==> src/rtl/dma_mbus_arb.sv <==
// dma_mbus_arb: round-robin owner arbitration of the memory-bus master port across DMA channels, with a burst cap.
module dma_mbus_arb #(
  parameter int NCHAN     = 4,
  parameter int MAX_BURST = 8,
  parameter int ADDR_W    = 48,
  parameter int DATA_W    = 64
) (
  input  logic                     clk,
  input  logic                     rst,
  input  logic [NCHAN-1:0]         ch_req,
  input  logic [NCHAN-1:0]         ch_we,
  input  logic [NCHAN-1:0]         ch_last,
  input  logic [NCHAN*ADDR_W-1:0]  ch_addr,
  input  logic [NCHAN*DATA_W-1:0]  ch_wdata,
  output logic [NCHAN-1:0]         ch_gnt,
  output logic [NCHAN-1:0]         ch_ack,
  output logic [DATA_W-1:0]        ch_rdata,
  output logic                     mbus_re,
  output logic                     mbus_we,
  output logic [ADDR_W-1:0]        mbus_addr,
  output logic [DATA_W-1:0]        mbus_wdata,
  input  logic [DATA_W-1:0]        mbus_rdata,
  input  logic                     mbus_ready
);
  localparam int IW = $clog2(NCHAN);
  localparam logic [7:0] MB = 8'(MAX_BURST);
  typedef enum logic {IDLE, OWN} state_t;
  state_t           state_q;
  logic [IW-1:0]    own_q, rr_q, pick, c;
  logic [NCHAN-1:0] gnt_q;
  logic [7:0]       cnt_q;
  logic             own, req_o, done, rel;
  // Scan from rr_q+NCHAN down to rr_q+1 so the nearest requester after rr_q wins.
  always_comb begin
    pick = rr_q;
    c = '0;
    for (int k = NCHAN; k >= 1; k--) begin
      c = IW'((int'(rr_q) + k) % NCHAN);
      if (ch_req[c]) pick = c;
    end
  end
  assign own      = state_q == OWN;
  assign req_o    = own & ch_req[own_q];
  assign mbus_re  = req_o & ~ch_we[own_q];
  assign mbus_we  = req_o & ch_we[own_q];
  assign done     = req_o & mbus_ready & ~rst;
  assign rel      = own & (~ch_req[own_q] | (done & (ch_last[own_q] | (cnt_q + 8'd1 == MB))));
  assign ch_gnt   = gnt_q;
  assign ch_ack   = done ? gnt_q : '0;
  assign ch_rdata = mbus_rdata;
  always_comb begin
    mbus_addr  = '0;
    mbus_wdata = '0;
    for (int i = 0; i < NCHAN; i++)
      if (own && own_q == IW'(i)) begin
        mbus_addr  = ch_addr[i*ADDR_W +: ADDR_W];
        mbus_wdata = ch_wdata[i*DATA_W +: DATA_W];
      end
  end
  always_ff @(posedge clk) begin
    if (rst) begin
      state_q <= IDLE;
      gnt_q   <= '0;
      own_q   <= '0;
      rr_q    <= IW'(NCHAN - 1);
      cnt_q   <= '0;
    end else if (state_q == IDLE) begin
      if (|ch_req) begin
        state_q <= OWN;
        own_q   <= pick;
        gnt_q   <= NCHAN'(1) << pick;
        cnt_q   <= '0;
      end
    end else if (rel) begin
      state_q <= IDLE;
      gnt_q   <= '0;
      rr_q    <= own_q;
    end else if (done) begin
      cnt_q   <= cnt_q + 8'd1;
    end
  end
endmodule

==> config.mk <==
export PLATFORM = sky130hd
export DESIGN_NAME = dma_mbus_arb
export DESIGN_NICKNAME = d
export VERILOG_FILES = /design/src/rtl/dma_mbus_arb.sv
export SDC_FILE = /design/constraint.sdc
export NUM_CORES = 1
export LEC_CHECK = 0
export ABC_AREA = 1
export CAP_MARGIN = 20
export CELL_PAD_IN_SITES_DETAIL_PLACEMENT = 1
export CELL_PAD_IN_SITES_GLOBAL_PLACEMENT = 2
export CORE_AREA = 2 2 281 283
export CTS_CLUSTER_DIAMETER = 40
export DETAILED_ROUTE_END_ITERATION = 8
export DIE_AREA = 0 0 283 285
export PLACE_DENSITY_LB_ADDON = 0.15
export SLEW_MARGIN = 0
export SYNTH_ARGS = -nofsm -noshare
export SYNTH_HDL_FRONTEND = slang
export SYNTH_SLANG_ARGS = --single-unit
==> constraint.sdc <==
create_clock -name clk -period 2.1 [get_ports clk]
set_input_delay 0.42 -clock clk [delete_from_list [all_inputs] [get_ports clk]]
set_output_delay 0.42 -clock clk [all_outputs]
set_load 0.1 [all_outputs]
==> metrics.md, run 1 <==
| Metric | Value |
|---|---|
| Status | finished with violations |
| Failing checks | negative setup slack |
| Power share of the combinational group | 91.8% |
| Largest net degree at the start of global routing | 43 |
| Post-Syn Area | 4270 µm² |
| Worst R2R Setup Slack | 0.12 ns |
| Worst VDD drop | 310 µV |
| Worst hold path depth | 2 |
| Vias in the first global route | 8978 |
| Top cells by area, synth | nand2_1 (46%), nand4_1 (17%), buf_4 (11%) |
| DR WL/cell | 22.0 µm |
| Initial antenna violation count | 20 |
| P_int | 4.27 mW |
| Die span in x | 283 µm |
| First-pass DRT Iterations | 4 |
| Endpoints failing hold | 0 |
| Critical R2R Capture | ch_gnt[3] |
| CP Cell Sequence | inv_8 -> nor3_4 -> buf_12 -> buf_12 -> nand2_4 -> nand4_1 -> buf_12 -> buf_16 |
| CP required | 1.68 ns |
| Setup CP Type | register to output port |
| Final Critical Period | 2.39 ns |
| First-pass GRT wire length | 74900 µm |
| Worst-margin pin slew | 0.498 ns |
| Skew final | 0.00286 ns |
| CTS sink count | 17 |
| Row Count | 103 |
| Die H | 285 µm |
| Switching Fraction | 57.3% |
| Die area | 80700 µm² |
| Clk root buf | clkbuf_16 |
| Maxcap violations | 0 |
| Slew Limit Fails | 0 |
| Sw power | 5.71 mW |
| Layout cells sized above 1 | 27.0% |
| Total CTS buffers | 3 |
| Synth cell types | 28 |
| Yosys reg bits | 17 |
| Synthesis Warnings | 0 |
| Max incr delay on CP | 0.40 ns |
| Area growth, synth to finish | 244% |
| Detailed Place HPWL | 45200 µm |
| Crit path launch | own |
| Synth top area share | 45.8% |
| Starting DRT DRC Count | 268 |
| H-tree depth | 1 |
| Maximum buffer depth of the clock tree | 2 |
| Post-synth top area cell | nand2_1 |
| IO buf count | 584 |
| Hold_sp | cnt_q[7] |
| TritonCTS clock tree | built |
| Part of the power in registers | 4.3% |
| Final core occ | 18.8% |
| Crit path DAT | 1.97 ns |
| Final Cycle Share | 114% |
| Initial Utilization | 5.47% |
| Pleak | 5.55 nW |
| Worst-path fanout max | 5 |
| Average size of a mapped cell | 4.86 µm² |
| # setup viols final | 111 |
| Post-Syn Nets | 1407 |
| I/O Pins | 713 |
| Post-Synthesis Cells | 878 |
| Residual DRC | 0 |
| DR vias/cell | 3.29 |
| Clock Power Share | 3.9% |
| Clock Pin Slew Worst Setup and Hold Paths | 0.05 ns |
| Core footprint | 78000 µm² |
| P per Cell Area | 680 nW/µm² |
| WL final | 56400 µm |
| Via count | 8453 |
| Worst Setup End Kind | output port |
| Pre-CTS setup slack | -0.253 ns |
| Clock latency on the worst-skew pair | 0.25 ns |
| RSZ-0062 raised after global routing | true |
| R2r startpoint | own_q[1] |
| Hold/Removal Path Class | register to register |
| Max transition margin | 66.7% |
| Worst hold path endpoint | cnt_q[7] |
| Gpl congestion | 0.825 |
| Slowest cell on the critical path | nand4_1 |
| Total grt overflow | 0 |
| Seq/Total Area, Yosys | 7.98% |
| Critical Path Start Type | register |
| Cell mode on critical path | buf_12 |
| Max Fclk | 419 MHz |
| ANT nets after route | 0 |
| Nets | 2040 |
| GRT Total Usage | 13.0% |
| Fin worst setup slack | -0.286 ns |
| R2R depth | 13 |
## routing by layer
metal	track usage [%]	routed length, µm	part of all wire, %	vias to the layer above
met5	0	192	0.34	-
met2	23.3	28100	50	350
li1	-	-	-	4073
met4	1.62	719	1.3	30
met3	4.51	4090	7.2	44
met1	15.3	23200	41	3956
## layout by cell type (no fill, tap or decap), types with 3 or more instances in the layout
| cell | count |
|---|---|
| inv_1 | 19 |
| diode_2 | 6 |
| nor2_2 | 4 |
| buf_4 | 75 |
| buf_8 | 10 |
| nand2_1 | 442 |
| nand3_1 | 18 |
| nand3_2 | 3 |
| nor2_1 | 13 |
| nand4_1 | 114 |
| nor2_4 | 9 |
| clkdlybuf4s50_1 | 461 |
| nand2_4 | 13 |
| a21oi_1 | 11 |
| nor3_4 | 3 |
| inv_2 | 5 |
| nand2_2 | 68 |
| buf_16 | 11 |
| dfxtp_4 | 3 |
| clkbuf_16 | 12 |
| buf_12 | 152 |
| dfxtp_1 | 14 |
| buf_6 | 23 |
## how the worst max path moves through the flow
stage	to	slack (ns)	cells past startpoint
2_1_floorplan	mbus_we	-0.25	7
3_3_place_gp	mbus_wdata[28]	-0.23	7
3_5_place_dp	ch_ack[2]	-0.25	8
4_1_cts	mbus_wdata[28]	-0.35	8
5_1_grt	mbus_wdata[28]	-0.37	8
6_report	mbus_wdata[28]	-0.29	8
## per-stage QoR
stage / total power, mW / cell area (µm²) / cells / TNS [ns] / hold WS [ns]
floorplan: 5.49 / 4720 / 878 / -15.06 / 0.452
global placement: 8.87 / 12900 / 2475 / -3.28 / 0.473
detailed placement: 8.86 / 12900 / 2475 / -3.38 / 0.487
CTS: 9.69 / 13800 / 2528 / -27.18 / 0.496
global route: 10.4 / 14700 / 2561 / -29.00 / 0.526
finish: 9.98 / 14700 / 2566 / -18.32 / 0.488
## critical path, delay by kind of cell, from the launching register on
family	cells	cell delay, ns
simple gates	3	0.50
buf+inv	5	0.82
flops	1	0.36
## cell usage after synthesis
cell type	number
a221oi_1	1
a31oi_1	1
clkinv_1	2
nand4_1	114
nor4_1	1
nor3_2	1
clkbuf_1	22
buf_2	22
a22oi_1	1
nand2_1	520
a21oi_1	11
o21ai_0	2
inv_1	21
dfxtp_1	17
inv_2	7
nor2_1	24
nand2_2	3
buf_1	6
ha_1	2
nor2_2	2
o21ai_1	3
o2111ai_2	1
nor3_1	2
o22ai_1	1
o211ai_1	2
nand3_1	22
buf_4	65
nand2_4	2
## logic make-up after synthesis
group           Yosys count  share of synthesized area (%)
compound gates           23                           3.26
fa+ha+maj                 2                          0.587
buf+inv                 145                           19.1
flops                    17                           7.98
simple gates            691                           69.1
## flip-flops by register name, summed over array words and instances, names as in the netlist
| signal | count |
|---|---|
| own | 1 |
| rr_q | 2 |
| cnt_q | 8 |
| own_q | 2 |
| ch_gnt | 4 |
## area by class of cell
type | count | area, µm²
diodes | 6 | 15.0
clock buffers | 4 | 78.8
fillers | 9230 | 63300
inverters | 30 | 133
multi-input cells | 716 | 3590
flip-flops and latches | 17 | 352
well taps | 1050 | 1310
repair buffers | 743 | 9200
## timing repair
action                                  in CTS  in global routing
hold buffers                                 0                  0
pin swaps                                   31                 73
endpoints found under the setup margin     118                133
gates cloned                                 9                 13
setup buffers                               44                 31
gates resized for setup                     71                120
## power by group through the flow
stage	Combinational, mW	Sequential, mW	Clock [mW]
5_1_grt	9.52	0.439	0.422
3_3_place_gp	8.44	0.433	0
4_1_cts	8.85	0.431	0.408
2_1_floorplan	4.98	0.515	0
3_5_place_dp	8.43	0.434	0
6_report	9.16	0.431	0.392
Power figures use the tool's default switching activity.
==> inputs of run 2 (changes only) <==
--- a/config.mk
+++ b/config.mk
@@ -13,6 +13,7 @@
 export CTS_CLUSTER_DIAMETER = 40
 export DETAILED_ROUTE_END_ITERATION = 8
 export DIE_AREA = 0 0 283 285
+export GPL_TIMING_DRIVEN = 0
 export PLACE_DENSITY_LB_ADDON = 0.15
 export SLEW_MARGIN = 0
 export SYNTH_ARGS = -nofsm -noshare
==> run 2 against run 1 <==
Net effect:
- the run still ends with negative setup slack left
- non-clock buffer count rose by 85
- core utilization rose by 1.2 points
- register-to-register slack improved by 0.06 ns
- global-route usage rose by 0.52 points
- largest cell class unchanged
- highest routed layer unchanged
==> metrics.md, run 2 (synthesis results as in run 1) <==
| Metric | Value |
|---|---|
| Slowest cell on the critical path | nand4_1 |
| H-tree depth | 1 |
| Clock Power Share | 3.9% |
| Max transition margin | 32.9% |
| Max incr delay on CP | 0.39 ns |
| Via count | 8705 |
| Largest net degree at the start of global routing | 11 |
| First-pass DRT Iterations | 4 |
| GRT Total Usage | 13.5% |
| Most frequent cells in the layout | clkdlybuf4s50_1 (520), nand2_1 (407), buf_12 (149) |
| Hold buffers post-CTS | 0 |
| Pleak | 6.00 nW |
| RSZ-0062 raised after global routing | true |
| Initial Utilization | 5.47% |
| Row Count | 103 |
| Starting DRT DRC Count | 279 |
| P_int | 4.33 mW |
| Clk root buf | clkbuf_16 |
| # fillers | 9220 |
| Total CTS buffers | 3 |
| Sw power | 6.23 mW |
| Nets | 2125 |
| Worst Setup End Kind | output port |
| CTS sink count | 17 |
| Layout cells sized above 1 | 28.7% |
| Setup CP Type | register to output port |
| I/O Pins | 713 |
| Switching Fraction | 59.0% |
| Status | finished with violations |
| Vias in the first global route | 9155 |
| Failing checks | negative setup slack |
| Worst-margin pin slew | 1.00 ns |
| Total power | 10.6 mW |
| Max Fclk | 421 MHz |
| Final Critical Period | 2.38 ns |
| Crit path DAT | 1.96 ns |
| Initial antenna violation count | 20 |
| WP buf/inv | 5 |
| Setup_tns | -22.26 ns |
| CP Cell Sequence | buf_12 -> inv_6 -> nor3_4 -> buf_12 -> clkbuf_16 -> nand2_2 -> nand4_1 -> buf_12 |
| WHS | 0.484 ns |
| ANT nets after route | 0 |
| Largest register FFs | 8 |
| Skew final | 0.00363 ns |
| IO buf count | 647 |
| First-pass GRT wire length | 77900 µm |
| Gpl congestion | 0.864 |
| Hold/Removal Path Class | register to register |
| Part of the power in registers | 3.8% |
| Biggest register | cnt_q |
| Area growth, synth to finish | 267% |
| WL final | 58000 µm |
| Maximum buffer depth of the clock tree | 2 |
| TritonCTS clock tree | built |
| P per Cell Area | 675 nW/µm² |
| Endpoints failing hold | 0 |
| Worst-path fanout max | 7 |
| CP required | 1.68 ns |
| Die area | 80700 µm² |
| Final Cycle Share | 113% |
| Most common cell after layout, fill and taps aside | clkdlybuf4s50_1 |
| Fin worst setup slack | -0.276 ns |
| DR vias/cell | 3.28 |
| Clock latency on the worst-skew pair | 0.26 ns |
| Core footprint | 78000 µm² |
| DR WL/cell | 21.9 µm |
| Critical Path Start Type | register |
| Cell mode on critical path | buf_12 |
| Die H | 285 µm |
| # setup viols final | 118 |
| Total grt overflow | 0 |
| Slew Limit Fails | 0 |
| Die span in x | 283 µm |
| Top delay family on crit path | buffers and inverters |
| Pre-CTS setup slack | -1.37 ns |
| Fin cells | 2654 |
| Clock Pin Slew Worst Setup and Hold Paths | 0.06 ns |
| Power share of the combinational group | 92.3% |
| Maxcap violations | 0 |
| Worst VDD drop | 350 µV |
| Detailed Place HPWL | 48500 µm |
| DP Cell Count | 2581 |
| Residual DRC | 0 |
run 2: cell count changes in the layout (fill, tap and decap cells not counted), moves of 4 or more:
cell,change
nand2_4,+6
clkdlybuf4s50_1,+59
buf_16,-7
dlygate4sd2_1,+7
nand2_2,+29
clkbuf_16,+13
buf_4,+15
nand2_1,-35
buf_6,-4
run 2: what timing repair did:
item                                    in CTS  in global routing
setup buffers                               38                 20
pin swaps                                   75                 86
gates cloned                                12                  6
endpoints found under the setup margin     135                132
resized for setup                         1166                110
run 2: worst paths after layout:
| kind | slack (ns) | cells past startpoint | endpoint | from |
|---|---|---|---|---|
| setup / recovery | -0.28 | 8 | mbus_wdata[29] | own_q[1] |
| hold / removal | 0.48 | 2 | cnt_q[7] | cnt_q[7] |
| setup reg to reg | 0.18 | 11 | cnt_q[2] | own_q[1] |
| hold reg to reg | 0.48 | 2 | cnt_q[7] | cnt_q[7] |
run 2: final cells by class:
type / count / area [µm²] / area share (%)
inverters: 30 / 138 / 0.880
multi-input cells: 716 / 3680 / 23.6
well taps: 1050 / 1310 / 8.40
clock buffers: 4 / 78.8 / 0.504
repair buffers: 716 / 8630 / 55.2
flip-flops and latches: 17 / 355 / 2.27
diodes: 9 / 22.5 / 0.144
plain buffers: 112 / 1420 / 9.08
run 2: worst min-delay path: cells and delay by family, from the launching register on:
kind             cells  cell delay (ns)
AO/OA/AOI/OAI        1             0.05
flip-flops           1             0.32
AND/OR/NAND/NOR      1             0.06
run 2: power groups by stage:
stage	Clock, mW	Combinational [mW]	Sequential, mW
2_1_floorplan	0	4.98	0.515
3_3_place_gp	0	7.81	0.408
3_5_place_dp	0	7.91	0.409
4_1_cts	0.432	9.56	0.405
5_1_grt	0.446	10.1	0.408
6_report	0.411	9.74	0.403
run 2: metal layers:
metal | part of all wire (%) | global-route usage (%) | vias up
met5 | 0.27 | 0 | -
met4 | 0.90 | 1.08 | 24
met3 | 6.7 | 3.94 | 44
met2 | 53 | 25.6 | 314
met1 | 39 | 15.5 | 4083
li1 | - | - | 4240
run 2: through the flow:
step / instance area (µm²) / utilization [%]
3_3_place_gp: 12500 / 16.0
3_5_place_dp: 12600 / 16.2
6_report: 15600 / 20.1
2_1_floorplan: 4720 / -
4_1_cts: 15000 / 19.2
5_1_grt: 15600 / 20.0
